$ cat config.mk
export PLATFORM = sky130hd
export DESIGN_NAME = avalon_pio_out_pulse
export DESIGN_NICKNAME = d
export VERILOG_FILES = /design/src/rtl/avalon_pio_out_pulse.sv
export SDC_FILE = /design/constraint.sdc
export NUM_CORES = 1
export LEC_CHECK = 0
export ABC_CLOCK_PERIOD_IN_PS = 3250
export CORE_ASPECT_RATIO = 0.9
export CORE_MARGIN = 5
export CORE_UTILIZATION = 51
export DETAILED_ROUTE_END_ITERATION = 10
export PLACE_DENSITY = 0.81
export SETUP_SLACK_MARGIN = 0.1
export SLEW_MARGIN = 20
export SYNTH_ARGS = -nofsm -noshare
export SYNTH_HDL_FRONTEND = slang
export SYNTH_SLANG_ARGS = --single-unit
$ cat constraint.sdc
create_clock -name clk -period 3.25 [get_ports clk]
set_input_delay 0.325 -clock clk [delete_from_list [all_inputs] [get_ports clk]]
set_output_delay 0.325 -clock clk [all_outputs]
set_load 0.02 [all_outputs]
$ cat src/rtl/avalon_pio_out_pulse.sv
// Avalon-MM output PIO with set/clear/toggle registers and timed auto-clear pulses.
// Optional sticky pulse-done interrupt is enabled by defining PIO_PULSE_IRQ_EN.
module avalon_pio_out_pulse #(
  parameter int                   WIDTH             = 8,
  parameter int                   PULSE_W           = 16,
  parameter logic [WIDTH-1:0]     RESET_VALUE       = '0,
  parameter logic [PULSE_W-1:0]   DEFAULT_PULSE_LEN = PULSE_W'(1)
) (
  input  logic              clk,
  input  logic              reset_n,
  input  logic [2:0]        address,
  input  logic              chipselect,
  input  logic              write_n,
  input  logic [31:0]       writedata,
  output logic [31:0]       readdata,
  output logic [WIDTH-1:0]  out_port,
  output logic              irq
);

  localparam logic [2:0] ADDR_DATA   = 3'd0;
  localparam logic [2:0] ADDR_LEN    = 3'd1;
  localparam logic [2:0] ADDR_STATUS = 3'd2;
  localparam logic [2:0] ADDR_SET    = 3'd4;
  localparam logic [2:0] ADDR_CLEAR  = 3'd5;
  localparam logic [2:0] ADDR_TOGGLE = 3'd6;
  localparam logic [2:0] ADDR_PULSE  = 3'd7;

  logic [WIDTH-1:0]   data_out, data_nxt;
  logic [WIDTH-1:0]   pulse_mask, mask_nxt;
  logic [PULSE_W-1:0] pulse_len, len_nxt;
  logic [PULSE_W-1:0] counter, counter_nxt;
  logic [PULSE_W-1:0] len_eff;
  logic               busy, busy_nxt;
  logic               wr, expire, override;
  logic [WIDTH-1:0]   wd;
  logic               unused_writedata;

  assign wr      = chipselect & ~write_n;
  assign wd      = writedata[WIDTH-1:0];
  assign len_eff = (pulse_len == '0) ? PULSE_W'(1) : pulse_len;
  assign expire  = busy && (counter == PULSE_W'(1));
  assign unused_writedata = &{1'b0, writedata};

  // Expiry is resolved first; the bus write then acts on the post-expiry value.
  always_comb begin
    data_nxt    = data_out;
    mask_nxt    = pulse_mask;
    len_nxt     = pulse_len;
    counter_nxt = busy ? counter - PULSE_W'(1) : counter;
    busy_nxt    = busy;
    override    = 1'b0;

    if (expire) begin
      data_nxt    = data_out & ~pulse_mask;
      mask_nxt    = '0;
      busy_nxt    = 1'b0;
      counter_nxt = '0;
    end

    if (wr) begin
      unique case (address)
        ADDR_DATA: begin
          data_nxt = wd;
          mask_nxt = '0;
          override = 1'b1;
        end
        ADDR_LEN: len_nxt = writedata[PULSE_W-1:0];
        ADDR_SET: begin
          data_nxt = data_nxt | wd;
          mask_nxt = mask_nxt & ~wd;
          override = 1'b1;
        end
        ADDR_CLEAR: begin
          data_nxt = data_nxt & ~wd;
          mask_nxt = mask_nxt & ~wd;
          override = 1'b1;
        end
        ADDR_TOGGLE: begin
          data_nxt = data_nxt ^ wd;
          mask_nxt = mask_nxt & ~wd;
          override = 1'b1;
        end
        ADDR_PULSE: begin
          if (wd != '0) begin
            data_nxt    = data_nxt | wd;
            mask_nxt    = mask_nxt | wd;
            counter_nxt = len_eff;
            busy_nxt    = 1'b1;
          end
        end
        default: ;
      endcase
    end

    // A CPU write that empties the mask cancels the pulse silently.
    if (override && mask_nxt == '0) begin
      busy_nxt    = 1'b0;
      counter_nxt = '0;
    end
  end

  always_ff @(posedge clk) begin
    if (!reset_n) begin
      data_out   <= RESET_VALUE;
      pulse_mask <= '0;
      pulse_len  <= DEFAULT_PULSE_LEN;
      counter    <= '0;
      busy       <= 1'b0;
    end else begin
      data_out   <= data_nxt;
      pulse_mask <= mask_nxt;
      pulse_len  <= len_nxt;
      counter    <= counter_nxt;
      busy       <= busy_nxt;
    end
  end

`ifdef PIO_PULSE_IRQ_EN
  logic irq_q;

  // Set on expiry takes priority over a clearing STATUS write.
  always_ff @(posedge clk) begin
    if (!reset_n) begin
      irq_q <= 1'b0;
    end else if (expire) begin
      irq_q <= 1'b1;
    end else if (wr && address == ADDR_STATUS) begin
      irq_q <= 1'b0;
    end
  end

  assign irq = irq_q;
`else
  assign irq = 1'b0;
`endif

  always_comb begin
    readdata = '0;
    unique case (address)
      ADDR_DATA: readdata = 32'(data_out);
      ADDR_LEN:  readdata = 32'(pulse_len);
      ADDR_STATUS: begin
        readdata     = 32'(pulse_mask);
        readdata[31] = busy;
        readdata[30] = irq;
      end
      default: readdata = '0;
    endcase
  end

  assign out_port = data_out;

endmodule

==> impl_metrics.ini, run 1 <==
[global_route]
grt_pass1_wl_mm = 15.2
number_of_global_route_vias_before_repair = 3260
pin_count_of_the_biggest_net_entering_global_routing = 29
antenna_found_initial = 0
groute.usage.overall_pct = 22.8
overall_overflow_remaining_after_global_route = 0

[critical_path]
cp_data_required_time_ns = 3.41
crit_arrival_ns = 3.03
worstPathCellList = nor4_4 -> nor4b_4 -> nand3_2 -> o21ai_0 -> inv_1 -> ha_1 -> a22oi_1 -> o221a_2 -> o22ai_1
timing.critical_path.slowest_cell_delay_ns = 0.47
worstSetupStartpointType = flip-flop
worst_setup_path_end_kind = flip-flop
crit_slowest_cell = nor4_4
ff2ff_setup_slack_ns = 0.38
timing_worst_setup_path_type = reg2reg
crit_fanout = 11

[timing]
timing_max_transition_violations_final = 0
final.period_utilization_pct = 88.3
slew-limit-headroom_pct = 41.8
hold_viol = 0
totalNegativeSetupSlack_ns = 0
grt_setup_unrepaired = no
fin_crit_ns = 2.87
timing_worst_slew_pin_value_ns = 0.869
setup_viol = 0
max_clock_freq_mhz = 348
skew_ns = 0.00850
layout_setup_ws_ns = 0.379

[logic_synthesis]
synth.yosys.warnings = 0
synthCells = 435
synth-edff-count = 0
synth-async-reset-ratio_pct = 0
seq_area_frac_synth_pct = 28.7
synth.distinct_cells = 56
synthesis.area_um2 = 3410
dominantRegCellSynth = dfxtp_1
synth_seq_cells = 49
mapped_avg_cell_area_um2 = 7.85

[floorplanning]
initial_core_util_pct = 52.1
die_area_um2 = 8430
core_um2 = 6550
die_x_um = 96.2
io-pin-count = 80
placement_rows = 28
dieHeight_um = 87.6

[clocking]
clock_sink_count = 49
postCtsHoldBufs = 0
cts.reportedPaths.clkPinSlew_ns = 0.11
postCtsResizedCells = 0
worst_skew_pair.late_latency_ns = 0.31
tritoncts_clock_tree = built
clock_tree_root_driver_cell = clkbuf_8
tritoncts.num_buffers = 5
post_cts_buffers = 0
clk_path_buf_depth = 2
cts_htree_levels = 2

[placement]
hpwl_mm = 6.77
port-buffer-count = 47
dpl_cell_area_um2 = 3910
gp_routability_congestion = 0.915
pre_cts_slack_ns = 0.438

[power]
post-layout-total-power_mw = 1.26
worst_ir_drop_vdd_mv = 0.218
power.static_leakage_nw = 1.51
power-per-cell-area_nw_per_um2 = 316

[finish]
layout.cells.most_common = nand2_1
most_used_cells_in_the_layout_excluding_fill_and_tap_cells = nand2_1, dfxtp_1, clkdlybuf4s50_1, nor2_1, inv_1
n_antenna_cell = 0
drive_gt1_share_pct = 8.02
register_area_um2 = 981
fin_nets = 530
finalInstanceArea_um2 = 4010
multiInputGateArea_um2 = 2130
fill_cells = 580
layout-area-overhead-vs-synth_pct = 17.4

[flow_run]
max_cap_violations = 0

[route]
drtIter0Drc = 256
routed_via_density = 5.86
totalWireLength_mm = 9.30
ant_nets = 0
wl_per_cell_um = 16.5
drcViolationCount = 0
route.vias.total = 3305
number_of_detailed_route_iterations_in_the_first_pass = 6

[worst_hold_path]
hold_path_class = reg2reg

[status]
outcome = finished, final reports clean
per-layer routing:
layer / global-route usage (%) / vias up / routed length (um)
li1: - / 1581 / -
met3: 3.35 / 16 / 722
met1: 30.3 / 1562 / 4060
met4: 7.24 / 0 / 141
met5: 0 / - / 0
met2: 37.9 / 146 / 4370
metrics by stage:
step,hold WS [ns],instances,util (%)
4_1_cts,0.512,564,61.2
3_5_place_dp,0.496,556,59.7
3_3_place_gp,0.486,556,59.6
5_1_grt,0.539,564,61.2
6_report,0.510,564,61.2
2_1_floorplan,0.463,450,-
path summary, 6_finish.rpt:
path,from,endpoint,cells after the start
setup / recovery,counter[6],out_port[3],9
hold / removal,pulse_len[13],pulse_len[13],2
setup reg to reg,counter[6],out_port[3],9
hold reg to reg,pulse_len[13],pulse_len[13],2
kinds of logic after synthesis:
kind of cell	share of synthesized area (%)
other	0.110
buffers and inverters	10.8
and+or+nand+nor	24.6
adders and majority gates	6.60
xor gates and xnor gates	3.08
muxes	2.35
DFF	28.7
AOI/OAI and AO/OA	23.7
cell type report:
class                   instances  share of cell area [%]
clock buffers                   5                    1.72
multi-input cells             327                    53.2
well taps                      90                    2.81
inverters                      29                    2.72
flip-flops and latches         49                    24.5
clock inverters                 3                   0.718
repair buffers                 61                    14.4
synth_stat cells, types with 4 or more instances:
master	number	area [um2]
nand3_1	6	30.0
nand2_1	58	218
inv_1	29	109
o31a_1	10	87.6
o21ai_0	9	45.0
nor4_1	6	37.5
mux2i_1	8	80.1
buf_2	5	25.0
nand4_1	4	25.0
o22ai_1	8	50.1
nor3_1	21	105
o31ai_1	9	67.6
clkbuf_1	18	67.6
nor2b_1	10	62.6
xnor2_1	6	52.6
o221a_2	8	90.1
a22oi_1	15	113
ha_1	18	225
a21oi_1	11	55.1
buf_4	16	120
xor2_1	6	52.6
a21boi_0	17	128
dfxtp_1	49	981
and2_1	13	81.3
nor2_1	31	116
critical path: cells and delay by family (launching register included):
| kind | cells | cell delay [ns] |
|---|---|---|
| adders and majority gates | 1 | 0.18 |
| and+or+nand+nor | 3 | 1.22 |
| AOI/OAI and AO/OA | 4 | 0.87 |
| buffers and inverters | 1 | 0.08 |
| DFF | 1 | 0.37 |
where the power goes:
group          total (mW)  switching (mW)  internal, mW
sequential          0.624          0.0126         0.611
clock               0.402           0.239         0.163
combinational       0.238           0.138        0.0995
total                1.26           0.390         0.874
state kept, by name, indices dropped and copies added (netlist names):
name / flops
pulse_mask: 8
counter: 16
busy: 1
pulse_len: 16
out_port: 8
No activity file was read; power rests on OpenSTA's default activity.
==> run 2: changes to the inputs <==
Settings changed: CAP_MARGIN set to 20, CORE_UTILIZATION 51 to 23, PLACE_DENSITY 0.81 to not set.
==> run 2 against run 1 <==
Combinational power is 2% higher. Flip-flop and latch count stayed put. Worst setup slack better by 0.034 ns. Register-to-register slack better by 0.03 ns. Via count is 1.2% higher. Non-clock buffer count is 2 higher.
==> impl_metrics.ini, run 2 (synthesis gave the netlist of run 1 again) <==
[global_route]
overall_overflow_remaining_after_global_route = 0
number_of_global_route_vias_before_repair = 3298
grt_pass1_wl_mm = 17.1
pin_count_of_the_biggest_net_entering_global_routing = 29
groute.usage.overall_pct = 11.7
antenna_found_initial = 0

[critical_path]
crit_slowest_cell = o21ai_0
timing.critical_path.slowest_cell_delay_ns = 0.45
timing_worst_setup_path_type = reg2reg
worstPathCellList = or3_1 -> nor4b_4 -> nand3_2 -> o21ai_0 -> inv_1 -> ha_1 -> a22oi_1 -> o221a_2 -> o22ai_1
worst_setup_path_end_kind = flip-flop
crit_arrival_ns = 2.97
crit_fanout = 11
worstSetupStartpointType = flip-flop
cp_data_required_time_ns = 3.39

[flow_run]
max_cap_violations = 0

[route]
wl_per_cell_um = 15.6
routed_via_density = 4.96
number_of_detailed_route_iterations_in_the_first_pass = 5
drtIter0Drc = 367
drcViolationCount = 0
ant_nets = 0
route.vias.total = 3346
totalWireLength_mm = 10.5

[finish]
layout-area-overhead-vs-synth_pct = 23.3
n_antenna_cell = 0
most_used_cells_in_the_layout_excluding_fill_and_tap_cells = nand2_1, dfxtp_1, clkdlybuf4s50_1, nor2_1, inv_1
final_cells = 674
fill_cells = 1554
finalInstanceArea_um2 = 4210
layout.cells.most_common = nand2_1
fin_nets = 532
reg_top3 = counter: 16 flops, pulse_len: 16 flops
drive_gt1_share_pct = 8.19

[floorplanning]
die_area_um2 = 17400
initial_core_util_pct = 23.3
placement_rows = 42
core_um2 = 14700
dieHeight_um = 126
io-pin-count = 80
die_x_um = 138

[timing]
fin_crit_ns = 2.84
max_clock_freq_mhz = 352
final.period_utilization_pct = 87.3
hold_viol = 0
grt_setup_unrepaired = no
skew_ns = 0.00599
hold_slack_ns = 0.509
totalNegativeSetupSlack_ns = 0
timing_worst_slew_pin_value_ns = 0.959
timing_max_transition_violations_final = 0
setup_viol = 0
slew-limit-headroom_pct = 35.8

[placement]
dpl_cell_area_um2 = 4050
port-buffer-count = 47
gp_routability_congestion = 0.874
hpwl_mm = 7.73
post-place-cells = 666

[power]
power.static_leakage_nw = 1.55
power-per-cell-area_nw_per_um2 = 338
worst_ir_drop_vdd_mv = 0.221

[clocking]
clock_sink_count = 49
tritoncts_clock_tree = built
post_cts_buffers = 0
cts.reportedPaths.clkPinSlew_ns = 0.08
postCtsResizedCells = 0
postCtsHoldBufs = 0
cts_htree_levels = 2
clock_tree_root_driver_cell = clkbuf_16
tritoncts.num_buffers = 5
worst_skew_pair.late_latency_ns = 0.29
clk_path_buf_depth = 2

[worst_hold_path]
hold_path_class = reg2reg

[status]
outcome = finished, final reports clean
## run 2: cell count changes in the layout (fill, tap and decap cells not counted), sizes merged
cell | previous run | this run
clkinv | 0 | 1
buf | 14 | 16
inv | 32 | 31
## run 2: critical path, delay by kind of cell (launching register included)
family          cells  cell delay (ns)
simple gates        3             1.16
compound gates      4             0.86
fa+ha+maj           1             0.19
flops               1             0.37
buf+inv             1             0.09
## run 2: routing by layer
metal  wire [um]  GRT usage, %  up-vias
met5           0             0        -
met4         256          3.95        0
met3         583          2.14       21
met2        5020          20.0      122
met1        4670          15.0     1626
li1            -             -     1577
## run 2: layout make-up
| type | instances | area, um2 | share of cell area, % |
|---|---|---|---|
| multi-input combinational | 327 | 2130 | 50.5 |
| inverter | 29 | 109 | 2.59 |
| sequential | 49 | 981 | 23.3 |
| tap | 198 | 248 | 5.89 |
| clock buffer | 5 | 125 | 2.97 |
| timing repair buffer | 63 | 591 | 14.0 |
| clock inverter | 3 | 28.8 | 0.684 |
## run 2: report_power, final
group          switching (mW)  internal [mW]  total, mW
clock network           0.260          0.296      0.556
logic                   0.141          0.101      0.243
registers              0.0133          0.611      0.624
## run 2: stage by stage
| step | util [%] | total power, mW | worst slack (ns) |
|---|---|---|---|
| floorplan | - | 0.803 | 0.791 |
| CTS | 28.7 | 1.43 | 0.453 |
| global route | 28.7 | 1.48 | 0.225 |
| finish | 28.7 | 1.42 | 0.413 |
| global placement | 27.6 | 0.871 | 0.397 |
| detailed placement | 27.6 | 0.877 | 0.350 |
## run 2: path summary, 6_finish.rpt
kind	cells past startpoint	start	slack, ns	to
hold reg to reg	2	pulse_len[12]	0.51	pulse_len[12]
hold / removal	2	pulse_len[12]	0.51	pulse_len[12]
setup / recovery	9	counter[10]	0.41	out_port[6]
setup reg to reg	9	counter[10]	0.41	out_port[6]
==> run 3: changes to the inputs <==
Settings changed: CORE_ASPECT_RATIO 0.9 to not set.
==> run 3 against run 2 <==
Core utilization hardly changed. Flip-flop and latch count stayed put. Clock-buffer cell count is 1 higher. Routed wire length is 0.36% higher. Clock skew is 0.0016 ns lower. Non-clock buffer count is 1 lower. Die area hardly changed. Maximum frequency is 1.7% lower. Largest cell class unchanged. Highest routed layer unchanged.
==> impl_metrics.ini, run 3 (synthesis gave the netlist of run 1 again) <==
[route]
wl_per_cell_um = 16.0
drtIter0Drc = 173
route.vias.total = 3247
drcViolationCount = 0
totalWireLength_mm = 10.6
routed_via_density = 4.93
number_of_detailed_route_iterations_in_the_first_pass = 4
ant_nets = 0

[clocking]
clock_tree_root_driver_cell = clkbuf_16
cts.reportedPaths.clkPinSlew_ns = 0.07
tritoncts.num_buffers = 5
clock_sink_count = 49
cts_htree_levels = 2
clk_path_buf_depth = 2
postCtsHoldBufs = 0
worst_skew_pair.late_latency_ns = 0.29
tritoncts_clock_tree = built

[finish]
register_area_um2 = 981
most_used_cells_in_the_layout_excluding_fill_and_tap_cells = nand2_1, dfxtp_1, clkdlybuf4s50_1, nor2_1, inv_1
layout.cells.most_common = nand2_1
multiInputGateArea_um2 = 2130
fin_nets = 531
final_cells = 659
fill_cells = 1559
drive_gt1_share_pct = 8.00
layout-area-overhead-vs-synth_pct = 22.3
utilization_pct = 28.7
reg_top3 = counter: 16 flops, pulse_len: 16 flops
finalInstanceArea_um2 = 4170
n_antenna_cell = 0

[critical_path]
ff2ff_setup_slack_ns = 0.36
worstSetupStartpointType = flip-flop
worst_setup_path_end_kind = flip-flop
cp_data_required_time_ns = 3.39
crit_fanout = 14
timing_worst_setup_path_type = reg2reg
crit_arrival_ns = 3.03

[placement]
dpl_cell_area_um2 = 4030
post-place-cells = 651
pre_cts_slack_ns = 0.370
gp_routability_congestion = 0.867
port-buffer-count = 47
hpwl_mm = 7.99

[timing]
timing_max_transition_violations_final = 0
grt_setup_unrepaired = no
fin_crit_ns = 2.89
timing_worst_slew_pin_value_ns = 0.886
hold_viol = 0
final.period_utilization_pct = 88.8
layout_setup_ws_ns = 0.363
skew_ns = 0.00437
totalNegativeSetupSlack_ns = 0
hold_slack_ns = 0.499
setup_viol = 0
slew-limit-headroom_pct = 40.7
max_clock_freq_mhz = 346

[floorplanning]
core_um2 = 14500
io-pin-count = 80
initial_core_util_pct = 23.5
placement_rows = 44
die_area_um2 = 17400
die_x_um = 132
dieHeight_um = 132

[global_route]
groute.usage.overall_pct = 12.3
pin_count_of_the_biggest_net_entering_global_routing = 18
number_of_global_route_vias_before_repair = 3370
overall_overflow_remaining_after_global_route = 0
grt_pass1_wl_mm = 17.7
antenna_found_initial = 0

[status]
outcome = finished, final reports clean

[power]
power-per-cell-area_nw_per_um2 = 332
power.static_leakage_nw = 1.54
post-layout-total-power_mw = 1.38
worst_ir_drop_vdd_mv = 0.172

[flow_run]
max_cap_violations = 0

[worst_hold_path]
hold_path_class = reg2reg
[run 3: timing repair]
action | in CTS | in global routing
resized for setup | 0 | 1
endpoints found under the setup margin | 0 | 1
buffers inserted | 0 | 0
[run 3: per-layer routing]
metal  vias to the layer above  share of wire, %  GRT usage [%]
met5                         -                 0              0
met4                         0               1.9           6.00
met3                        14               5.7           1.22
met2                       103                51           21.9
met1                      1551                41           14.7
li1                       1579                 -              -
[run 3: worst paths after layout]
check	from	to	depth (start not counted)
max	counter[10]	out_port[6]	9
min	pulse_len[13]	pulse_len[13]	2
max reg2reg	counter[10]	out_port[6]	9
min reg2reg	pulse_len[13]	pulse_len[13]	2
[run 3: area by class of cell]
class | count | share of cell area [%]
Multi-Input combinational cell | 327 | 51.1
Sequential cell | 49 | 23.5
Timing Repair Buffer | 62 | 14.0
Tap cell | 184 | 5.52
Clock buffer | 6 | 3.09
Inverter | 29 | 2.61
Clock inverter | 2 | 0.240
[run 3: power breakdown]
group / internal [mW] / switching [mW]
logic: 0.101 / 0.142
clock network: 0.283 / 0.232
registers: 0.612 / 0.0133
[run 3: worst max-delay path, cell delays in order, from the launching register on]
cell and delay (ns):
dfxtp_1 0.36, or3_1 0.42, nor4b_4 0.40, nand3_2 0.40, o21ai_0 0.45, inv_1 0.08
ha_1 0.18, a22oi_1 0.16, o221a_2 0.21, o22ai_1 0.07
